File: config.mk
export PLATFORM = sky130hd
export DESIGN_NAME = extract_slots_flat
export DESIGN_NICKNAME = d
export VERILOG_FILES = /design/src/rtl/extract_slots_if.sv /design/src/rtl/extract_slots.sv /design/src/flat_wrapper.sv
export SDC_FILE = /design/constraint.sdc
export NUM_CORES = 1
export LEC_CHECK = 0
export ABC_CLOCK_PERIOD_IN_PS = 9700
export BUFFER_PORTS_ARGS = -buffer_cell sky130_fd_sc_hd__buf_2
export CORE_ASPECT_RATIO = 0.7
export CORE_MARGIN = 2
export CORE_UTILIZATION = 61
export DETAILED_ROUTE_END_ITERATION = 16
export GPL_TIMING_DRIVEN = 0
export HOLD_SLACK_MARGIN = 0.03
export PLACE_DENSITY = 0.85
export SYNTH_ARGS = -nofsm -noshare
export SYNTH_HDL_FRONTEND = slang
export SYNTH_SLANG_ARGS = --single-unit
export TNS_END_PERCENT = 5
File: constraint.sdc
create_clock -name clk -period 9.7 [get_ports clk]
set_input_delay 1.94 -clock clk [delete_from_list [all_inputs] [get_ports clk]]
set_output_delay 1.94 -clock clk [all_outputs]
set_load 0.02 [all_outputs]
File: src/rtl/extract_slots_if.sv
// Bank read ports and software output stream of extract_slots.
// master = extract_slots side, slave = BRAM banks plus software consumer.
interface extract_slots_if #(
  parameter int LOGN         = 13,
  parameter int OVERALL_BITS = 32
);
  logic [LOGN-2:0]           rd_addr_bank0;
  logic [LOGN-2:0]           rd_addr_bank1;
  logic                      rd_en_bank0;
  logic                      rd_en_bank1;
  logic [2*OVERALL_BITS-1:0] rd_data_bank0;
  logic [2*OVERALL_BITS-1:0] rd_data_bank1;
  logic [2*OVERALL_BITS-1:0] data_to_sw;
  logic                      valid_to_sw;
  logic                      ready_from_sw;

  modport master (
    output rd_addr_bank0, rd_addr_bank1, rd_en_bank0, rd_en_bank1,
    input  rd_data_bank0, rd_data_bank1,
    output data_to_sw, valid_to_sw,
    input  ready_from_sw
  );

  modport slave (
    input  rd_addr_bank0, rd_addr_bank1, rd_en_bank0, rd_en_bank1,
    output rd_data_bank0, rd_data_bank1,
    input  data_to_sw, valid_to_sw,
    output ready_from_sw
  );
endinterface

File: src/rtl/extract_slots.sv
// Reads FFT result words out of two BRAM banks, either as N/2 slots in
// rotation (powers-of-3) order or as N raw words, and streams them to software.
module extract_slots #(
  parameter int LOGN         = 13,
  parameter int RD_LAT       = 2,
  parameter int OVERALL_BITS = 32
) (
  input  logic            clk,
  input  logic            rst,
  input  logic            start,
  input  logic            do_extract,
  output logic            busy,
  output logic            done,
  extract_slots_if.master bus
);
  localparam int N     = 1 << LOGN;
  localparam int W     = 2 * OVERALL_BITS;
  localparam int DEPTH = RD_LAT + 2;
  localparam int PW    = (DEPTH > 1) ? $clog2(DEPTH) : 1;
  localparam int CW    = 4;
  localparam logic [LOGN-1:0] LAST_RAW = LOGN'(N - 1);
  localparam logic [LOGN-1:0] LAST_EXT = LOGN'(N / 2 - 1);
  localparam logic [LOGN:0]   POS_INIT = (LOGN + 1)'(1);

  typedef enum logic [1:0] {S_IDLE, S_RUN, S_DRAIN, S_DONE} state_t;

  state_t          state_q, state_d;
  logic            mode_q, mode_d;
  logic [LOGN:0]   pos_q, pos_d;
  logic [LOGN-1:0] k_q, k_d;
  logic            en0_q, en0_d, en1_q, en1_d;
  logic [LOGN-2:0] addr0_q, addr0_d, addr1_q, addr1_d;
  logic [RD_LAT-1:0] vld_q, vld_d, bsel_q, bsel_d;
  logic [W-1:0]    mem_q [DEPTH];
  logic [W-1:0]    mem_d [DEPTH];
  logic [PW-1:0]   wr_q, wr_d, rd_q, rd_d;
  logic [CW-1:0]   cnt_q, cnt_d;

  logic [LOGN-1:0] slot, slot_rev, idx;
  logic [CW-1:0]   inflight, total;
  logic            pop, push;
  logic [W-1:0]    push_data;

  function automatic logic [PW-1:0] ptr_inc(input logic [PW-1:0] p);
    return (p == PW'(DEPTH - 1)) ? '0 : p + 1'b1;
  endfunction

  always_comb begin
    slot = LOGN'((pos_q - 1'b1) >> 1);
    slot_rev = '0;
    for (int unsigned i = 0; i < LOGN; i++) slot_rev[i] = slot[LOGN-1-i];
    idx = mode_q ? slot_rev : k_q;
  end

  // Credit counts everything already committed to the FIFO (stored, in the
  // BRAM pipe, or issued last cycle) minus the word leaving this cycle.
  always_comb begin
    inflight = CW'(en0_q | en1_q);
    for (int unsigned i = 0; i < RD_LAT; i++) inflight = inflight + CW'(vld_q[i]);
    total = cnt_q + inflight;
    pop   = (cnt_q != '0) && bus.ready_from_sw;
  end

  always_comb begin
    state_d = state_q;
    mode_d  = mode_q;
    pos_d   = pos_q;
    k_d     = k_q;
    en0_d   = 1'b0;
    en1_d   = 1'b0;
    addr0_d = '0;
    addr1_d = '0;
    done    = 1'b0;
    busy    = (state_q == S_RUN) || (state_q == S_DRAIN);
    case (state_q)
      S_IDLE: begin
        if (start) begin
          state_d = S_RUN;
          mode_d  = do_extract;
          pos_d   = POS_INIT;
          k_d     = '0;
        end
      end
      S_RUN: begin
        if ((total - CW'(pop)) < CW'(DEPTH)) begin
          if (idx[0]) begin
            en1_d   = 1'b1;
            addr1_d = idx[LOGN-1:1];
          end else begin
            en0_d   = 1'b1;
            addr0_d = idx[LOGN-1:1];
          end
          k_d   = k_q + 1'b1;
          pos_d = pos_q + {pos_q[LOGN-1:0], 1'b0};
          if (k_q == (mode_q ? LAST_EXT : LAST_RAW)) state_d = S_DRAIN;
        end
      end
      S_DRAIN: begin
        if (total == CW'(pop)) state_d = S_DONE;
      end
      S_DONE: begin
        done    = 1'b1;
        state_d = S_IDLE;
      end
      default: state_d = S_IDLE;
    endcase
  end

  always_comb begin
    vld_d     = '0;
    bsel_d    = '0;
    vld_d[0]  = en0_q | en1_q;
    bsel_d[0] = en1_q;
    for (int unsigned i = 1; i < RD_LAT; i++) begin
      vld_d[i]  = vld_q[i-1];
      bsel_d[i] = bsel_q[i-1];
    end
    push      = vld_q[RD_LAT-1];
    push_data = bsel_q[RD_LAT-1] ? bus.rd_data_bank1 : bus.rd_data_bank0;
    mem_d = mem_q;
    wr_d  = wr_q;
    rd_d  = rd_q;
    if (push) begin
      mem_d[wr_q] = push_data;
      wr_d        = ptr_inc(wr_q);
    end
    if (pop) rd_d = ptr_inc(rd_q);
    cnt_d = cnt_q + CW'(push) - CW'(pop);
  end

  always_ff @(posedge clk or posedge rst) begin
    if (rst) begin
      state_q <= S_IDLE;
      mode_q  <= 1'b0;
      pos_q   <= POS_INIT;
      k_q     <= '0;
      en0_q   <= 1'b0;
      en1_q   <= 1'b0;
      addr0_q <= '0;
      addr1_q <= '0;
      vld_q   <= '0;
      bsel_q  <= '0;
      wr_q    <= '0;
      rd_q    <= '0;
      cnt_q   <= '0;
    end else begin
      state_q <= state_d;
      mode_q  <= mode_d;
      pos_q   <= pos_d;
      k_q     <= k_d;
      en0_q   <= en0_d;
      en1_q   <= en1_d;
      addr0_q <= addr0_d;
      addr1_q <= addr1_d;
      vld_q   <= vld_d;
      bsel_q  <= bsel_d;
      wr_q    <= wr_d;
      rd_q    <= rd_d;
      cnt_q   <= cnt_d;
    end
  end

  // Storage needs no reset: the output is gated by the occupancy count.
  always_ff @(posedge clk) begin
    mem_q <= mem_d;
  end

  assign bus.rd_en_bank0   = en0_q;
  assign bus.rd_en_bank1   = en1_q;
  assign bus.rd_addr_bank0 = addr0_q;
  assign bus.rd_addr_bank1 = addr1_q;
  assign bus.valid_to_sw   = (cnt_q != '0);
  assign bus.data_to_sw    = (cnt_q != '0) ? mem_q[rd_q] : '0;

endmodule

File: src/flat_wrapper.sv
// flat-port wrapper written by rule: the top's interface ports become plain ports
module extract_slots_flat 
#(
  parameter int LOGN         = 13,
  parameter int RD_LAT       = 2,
  parameter int OVERALL_BITS = 32
)
  (clk, rst, start, do_extract, busy, done, bus_rd_addr_bank0, bus_rd_addr_bank1, bus_rd_en_bank0, bus_rd_en_bank1, bus_rd_data_bank0, bus_rd_data_bank1, bus_data_to_sw, bus_valid_to_sw, bus_ready_from_sw);
  extract_slots_if #(.LOGN(LOGN), .OVERALL_BITS(OVERALL_BITS)) bus_i ();
  input  logic clk;
  input  logic rst;
  input  logic start;
  input  logic do_extract;
  output logic busy;
  output logic done;
  output wire logic [$bits(bus_i.rd_addr_bank0)-1:0] bus_rd_addr_bank0;
  output wire logic [$bits(bus_i.rd_addr_bank1)-1:0] bus_rd_addr_bank1;
  output wire logic [$bits(bus_i.rd_en_bank0)-1:0] bus_rd_en_bank0;
  output wire logic [$bits(bus_i.rd_en_bank1)-1:0] bus_rd_en_bank1;
  input wire logic [$bits(bus_i.rd_data_bank0)-1:0] bus_rd_data_bank0;
  input wire logic [$bits(bus_i.rd_data_bank1)-1:0] bus_rd_data_bank1;
  output wire logic [$bits(bus_i.data_to_sw)-1:0] bus_data_to_sw;
  output wire logic [$bits(bus_i.valid_to_sw)-1:0] bus_valid_to_sw;
  input wire logic [$bits(bus_i.ready_from_sw)-1:0] bus_ready_from_sw;
  assign bus_rd_addr_bank0 = bus_i.rd_addr_bank0;
  assign bus_rd_addr_bank1 = bus_i.rd_addr_bank1;
  assign bus_rd_en_bank0 = bus_i.rd_en_bank0;
  assign bus_rd_en_bank1 = bus_i.rd_en_bank1;
  assign bus_i.rd_data_bank0 = bus_rd_data_bank0;
  assign bus_i.rd_data_bank1 = bus_rd_data_bank1;
  assign bus_data_to_sw = bus_i.data_to_sw;
  assign bus_valid_to_sw = bus_i.valid_to_sw;
  assign bus_i.ready_from_sw = bus_ready_from_sw;
  extract_slots #(.LOGN(LOGN), .RD_LAT(RD_LAT), .OVERALL_BITS(OVERALL_BITS)) u_core (.clk(clk), .rst(rst), .start(start), .do_extract(do_extract), .busy(busy), .done(done), .bus(bus_i));
endmodule
Yosys cells after proc, flatten, opt, wreduce, memory -nomap -nowiden
Index checks and enable logic that the tools add are counted.
{ "classes": {"n_addsub": 11, "n_lt_le_gt_ge": 4, "eq_ne": 11, "n_mux": 36, "n_bitwise": 4, "n_reduce_logical": 9} }
{ "ops": {"columns": ["operator", "count"], "rows": [
  ["$mux W64", 5],
  ["$bwmux W256", 1],
  ["$bmux W64 S2", 1],
  ["$demux W64 S2", 1],
  ["$mux W12", 6],
  ["$mux W13", 4],
  ["$mux W14", 2],
  ["$pmux W14 S2", 1],
  ["$pmux W13 S2", 1],
  ["$add A14 B14 Y14", 1],
  ["$sub A14 B1 Y14 const B", 1],
  ["$add A13 B1 Y13 const B", 1],
  ["$eq A13 B13 Y1", 1],
  ["$add A4 B1 Y4", 3],
  ["$mux W2", 6],
  ["$eq A2 B2 Y1 const B", 4],
  ["$ne A2 B2 Y1 const B", 4],
  ["$pmux W2 S4", 1],
  ["$sub A4 B1 Y4", 2],
  ["$mux W1", 7],
  ["$ge A3 B3 Y1 const B", 2],
  ["$not A2 Y3", 2],
  ["$add A2 B1 Y2 const B", 2],
  ["$add A4 B4 Y4", 1],
  ["13 further kinds", 15]
]} }
{ "totals": {"register_bits": 324, "inputBits": 133, "out_inout_bits": 93, "wordCells": 92} }

Longest topological paths before layout
{ "logic_depth": {"word_depth": 8, "depth_mapped": 14, "mapped_depth_nobuf": 13} }

Least setup slack after synthesis
No wires, ideal clock.
{ "synth_path": {"path_kind": "register to output", "from": "reg u_core.rd_q[0]", "to": "out bus_data_to_sw[15]", "arrival_time_ns": 1.670, "required_time_ns": 7.760, "path_slack_ns": 6.090, "stages_incl_launch_ff": 4, "path_buffers": 1, "cell_sequence": "dfrtp_1 -> buf_1 -> mux4_2 -> and2_1"} }
{ "synth_via": {"elab_chain_cells": 5} }
{ "synth_lines": {"columns": ["element", "line_no", "text"], "rows": [
  ["start: declaration", "extract_slots.sv:36", "logic [PW-1:0] wr_q, wr_d, rd_q, rd_d;"],
  ["start signal: assignment", "extract_slots.sv:158", "rd_q <= rd_d;"],
  ["$not A2 Y3 (not written as such)", "extract_slots.sv:173", "assign bus.data_to_sw = (cnt_q != '0) ? mem_q[rd_q] : '0;"],
  ["$bmux W64 S2", "extract_slots.sv:173", null],
  ["$mux W64 (not written as such) (2 in a row)", "extract_slots.sv:173", null],
  ["$mux W64", "extract_slots.sv:173", null],
  ["end: declaration", "flat_wrapper.sv:22", "output wire logic [$bits(bus_i.data_to_sw)-1:0] bus_data_to_sw;"]
]} }
No other way between the ends. The select of a mux whose other input is x is not followed.

Worst setup path in the final report
{ "layout_path": {"from": "reg u_core.rd_q[1]", "to": "out bus_data_to_sw[14]"} }
The elaborated chain is that of the path after synthesis.

==> results.ini <==
[grt]
antenna_found_initial = 0
grt_max_degree = 69
grt_pass1_wl_um = 46800
grt_pass1_vias = 8708
gr-total-overflow = 0
grtUsageTotal_pct = 24.0

[route]
drtIter0Drc = 587
route.detailed.drc = 0
routed_wl_um = 29600
dr_total_vias = 8514
ant_nets = 0
viasPerCell = 5.72
firstDrtPassIters = 5
routedWlPerCell_um = 19.9

[yosys]
synth-seq-area-share_pct = 64.7
syn_inst = 890
yosysWarnings = 0
synth.net_count = 1072
avgSynthCellArea_um2 = 16.3
ys_ff_latch = 324
yosys_most_used_dff = edfxtp_1
synthDistinctLibCells = 52
synth_edf_count = 256
syn_area_um2 = 14500
async_flop_share_pct = 21.0

[cts]
ctsRootBufferMaster = clkbuf_16
cts_tree = built
cts.path.max_buffers = 3
clock-sinks = 324
cts_resized = 0
insertion_delay_ns = 0.56
hold_buffers = 0
post-cts-setup-buffers = 0
htree_levels = 1
numCtsBuffers = 30
path_clk_slew_ns = 0.06

[floorplanning]
die_h_um = 133
dieWidth_um = 188
core-area_um2 = 23500
start_util_pct = 61.7
ios = 226
die-area_um2 = 25000
num_rows = 47

[hold_path]
hp-class = reg2reg

[pwr]
p_sw_share_pct = 36.3
intPower_mw = 3.45
combPwrFrac_pct = 43.7
p_clk_share_pct = 20.8
peakVddDrop_v = 0.000197
leakage_nw = 6.63
pwr-share-seq_pct = 35.5
switching_power_mw = 1.97
powerDensity_nw_per_um2 = 317

[worst_setup_path]
start_kind = flip-flop
worstPathMaxFanout = 10
worstSetupEndpointType = output pin
crit_type = reg2out
cp.required_ns = 7.76
critPathArrivalTime_ns = 2.83

[layout]
area_delta_synth_final_pct = 17.9
mostFrequentLayoutCells = edfxtp_1, buf_2, mux2_2, and2_1, dfrtp_1
drive_gt1_share_pct = 36.7
multi_input_area_um2 = 4800
nets = 1333
mostFrequentLayoutCell = edfxtp_1
regArea_um2 = 9390
antenna_cells = 0
fillers = 1548

[sta]
whs_ns = 0.334
finalMaxSlewViolations = 0
rsz0062_at_grt = false
worst_pin_slew_ns = 0.899
setup_viol = 0
clock_skew_ns = 0.0161
period_share_pct = 49.2
max_freq_mhz = 210
fin_crit_ns = 4.77
tns_ns = 0
finalHoldViolCount = 0
slew-limit-headroom_pct = 40.1

[placed_design]
gp_congestion = 0.882
port_buffers = 225
post-dp-hpwl_um = 20400

[flow_run]
drv_cap = 0

[run_status]
status = completed

cell families (layout without fill, tap and decap cells):
logic type / after synthesis / after routing / share of synthesized area [%]
AND/OR/NAND/NOR: 194 / 194 / 7.50
adder cells (fa/ha/maj): 49 / 49 / 4.43
flip-flops: 324 / 324 / 64.7
XOR/XNOR: 38 / 38 / 2.35
buffers and inverters: 82 / 363 / 2.25
AO/OA/AOI/OAI: 69 / 69 / 3.37
multiplexers: 134 / 134 / 15.4
state kept, by name, indices dropped and copies added (netlist names):
register / cells
u_core.bus.rd_en_bank1: 1
u_core.pos_q: 14
u_core.mode_q: 1
u_core.rd_q: 2
u_core.wr_q: 2
u_core.k_q: 13
u_core.bus.rd_addr_bank0: 12
u_core.mem_q: 256
u_core.state_q: 2
u_core.bus.rd_en_bank0: 1
u_core.bsel_q: 2
u_core.vld_q: 2
u_core.cnt_q: 4
u_core.bus.rd_addr_bank1: 12
Yosys cell counts (2+ instances only):
library cell	n	area share (%)
buf_2	9	0.31
a221o_1	2	0.14
dfrtp_1	67	12
nor2b_1	5	0.22
and2_1	71	3.1
a21o_1	11	0.57
clkbuf_1	29	0.75
nor4b_4	2	0.33
inv_1	40	1.0
nand4_1	6	0.26
ha_1	45	3.9
nor2_1	50	1.3
a21boi_0	2	0.10
fa_1	4	0.55
o21ai_0	15	0.52
xnor2_1	32	1.9
nor3_1	6	0.21
xor2_1	5	0.30
a22o_1	5	0.30
a31oi_1	4	0.17
nand2_1	20	0.52
mux2i_1	2	0.14
a211o_1	9	0.54
mux4_2	64	9.9
buf_1	3	0.078
mux2_2	67	5.2
edfxtp_1	256	53
nand3_1	17	0.59
a21oi_1	11	0.38
and3_1	4	0.17
nor4_2	6	0.52
per-stage QoR:
step	setup WS, ns	instances	utilization (%)	area (um2)	power (mW)
floorplan	6.05	890	-	14500	3.64
global placement	5.23	1433	68.1	16000	4.23
detailed placement	5.47	1437	68.7	16200	4.32
CTS	4.87	1489	72.7	17100	5.46
global route	4.76	1489	72.7	17100	5.74
finish	4.93	1489	72.7	17100	5.42
path summary, 6_finish.rpt:
kind                                                  start                                     to  slack (ns)  cells after the start
hold / removal                   u_core.bsel_q[0]$_DFF_PP0_             u_core.bsel_q[1]$_DFF_PP0_        0.33                      0
setup / recovery                 u_core.rd_q[1]$_DFFE_PP0P_                     bus_data_to_sw[14]        4.93                      5
setup reg to reg           u_core.bus.rd_en_bank1$_DFF_PP0_            u_core.pos_q[3]$_DFFE_PP0P_        6.00                     14
max in group asynchronous                               rst             u_core.rd_q[1]$_DFFE_PP0P_        7.59                      2
min in group asynchronous                               rst  u_core.bus.rd_addr_bank0[3]$_DFF_PP0_        1.56                      2
hold reg to reg                  u_core.bsel_q[0]$_DFF_PP0_             u_core.bsel_q[1]$_DFF_PP0_        0.33                      0
power by group through the flow:
stage,sequential (mW),clock (mW),combinational [mW]
3_3_place_gp,1.95,0,2.28
3_5_place_dp,1.95,0,2.37
6_report,1.92,1.13,2.37
4_1_cts,1.92,1.15,2.38
2_1_floorplan,1.94,0,1.70
5_1_grt,1.94,1.20,2.59
critical path, cell delays in order (launching register included):
cell      delay [ns]
dfrtp_1         0.37
clkbuf_1        0.52
clkbuf_1        0.59
mux4_2          0.46
and2_1          0.19
buf_2           0.16
layout make-up:
cell class | instances | area share, %
sequential | 324 | 54.9
multi-input combinational | 484 | 28.1
timing repair buffer | 229 | 7.23
clock buffer | 41 | 4.87
tap | 318 | 2.33
buffer | 42 | 1.03
inverter | 40 | 0.893
clock inverter | 11 | 0.659
per-layer routing:
metal / global-route usage [%] / up-vias / wire length [um]
met5: 0 / - / 0
met4: 5.64 / 0 / 619
met3: 4.24 / 53 / 2100
met2: 39.1 / 315 / 14000
met1: 34.5 / 4277 / 12900
li1: - / 3869 / -
(Power assumes the default switching activity.)
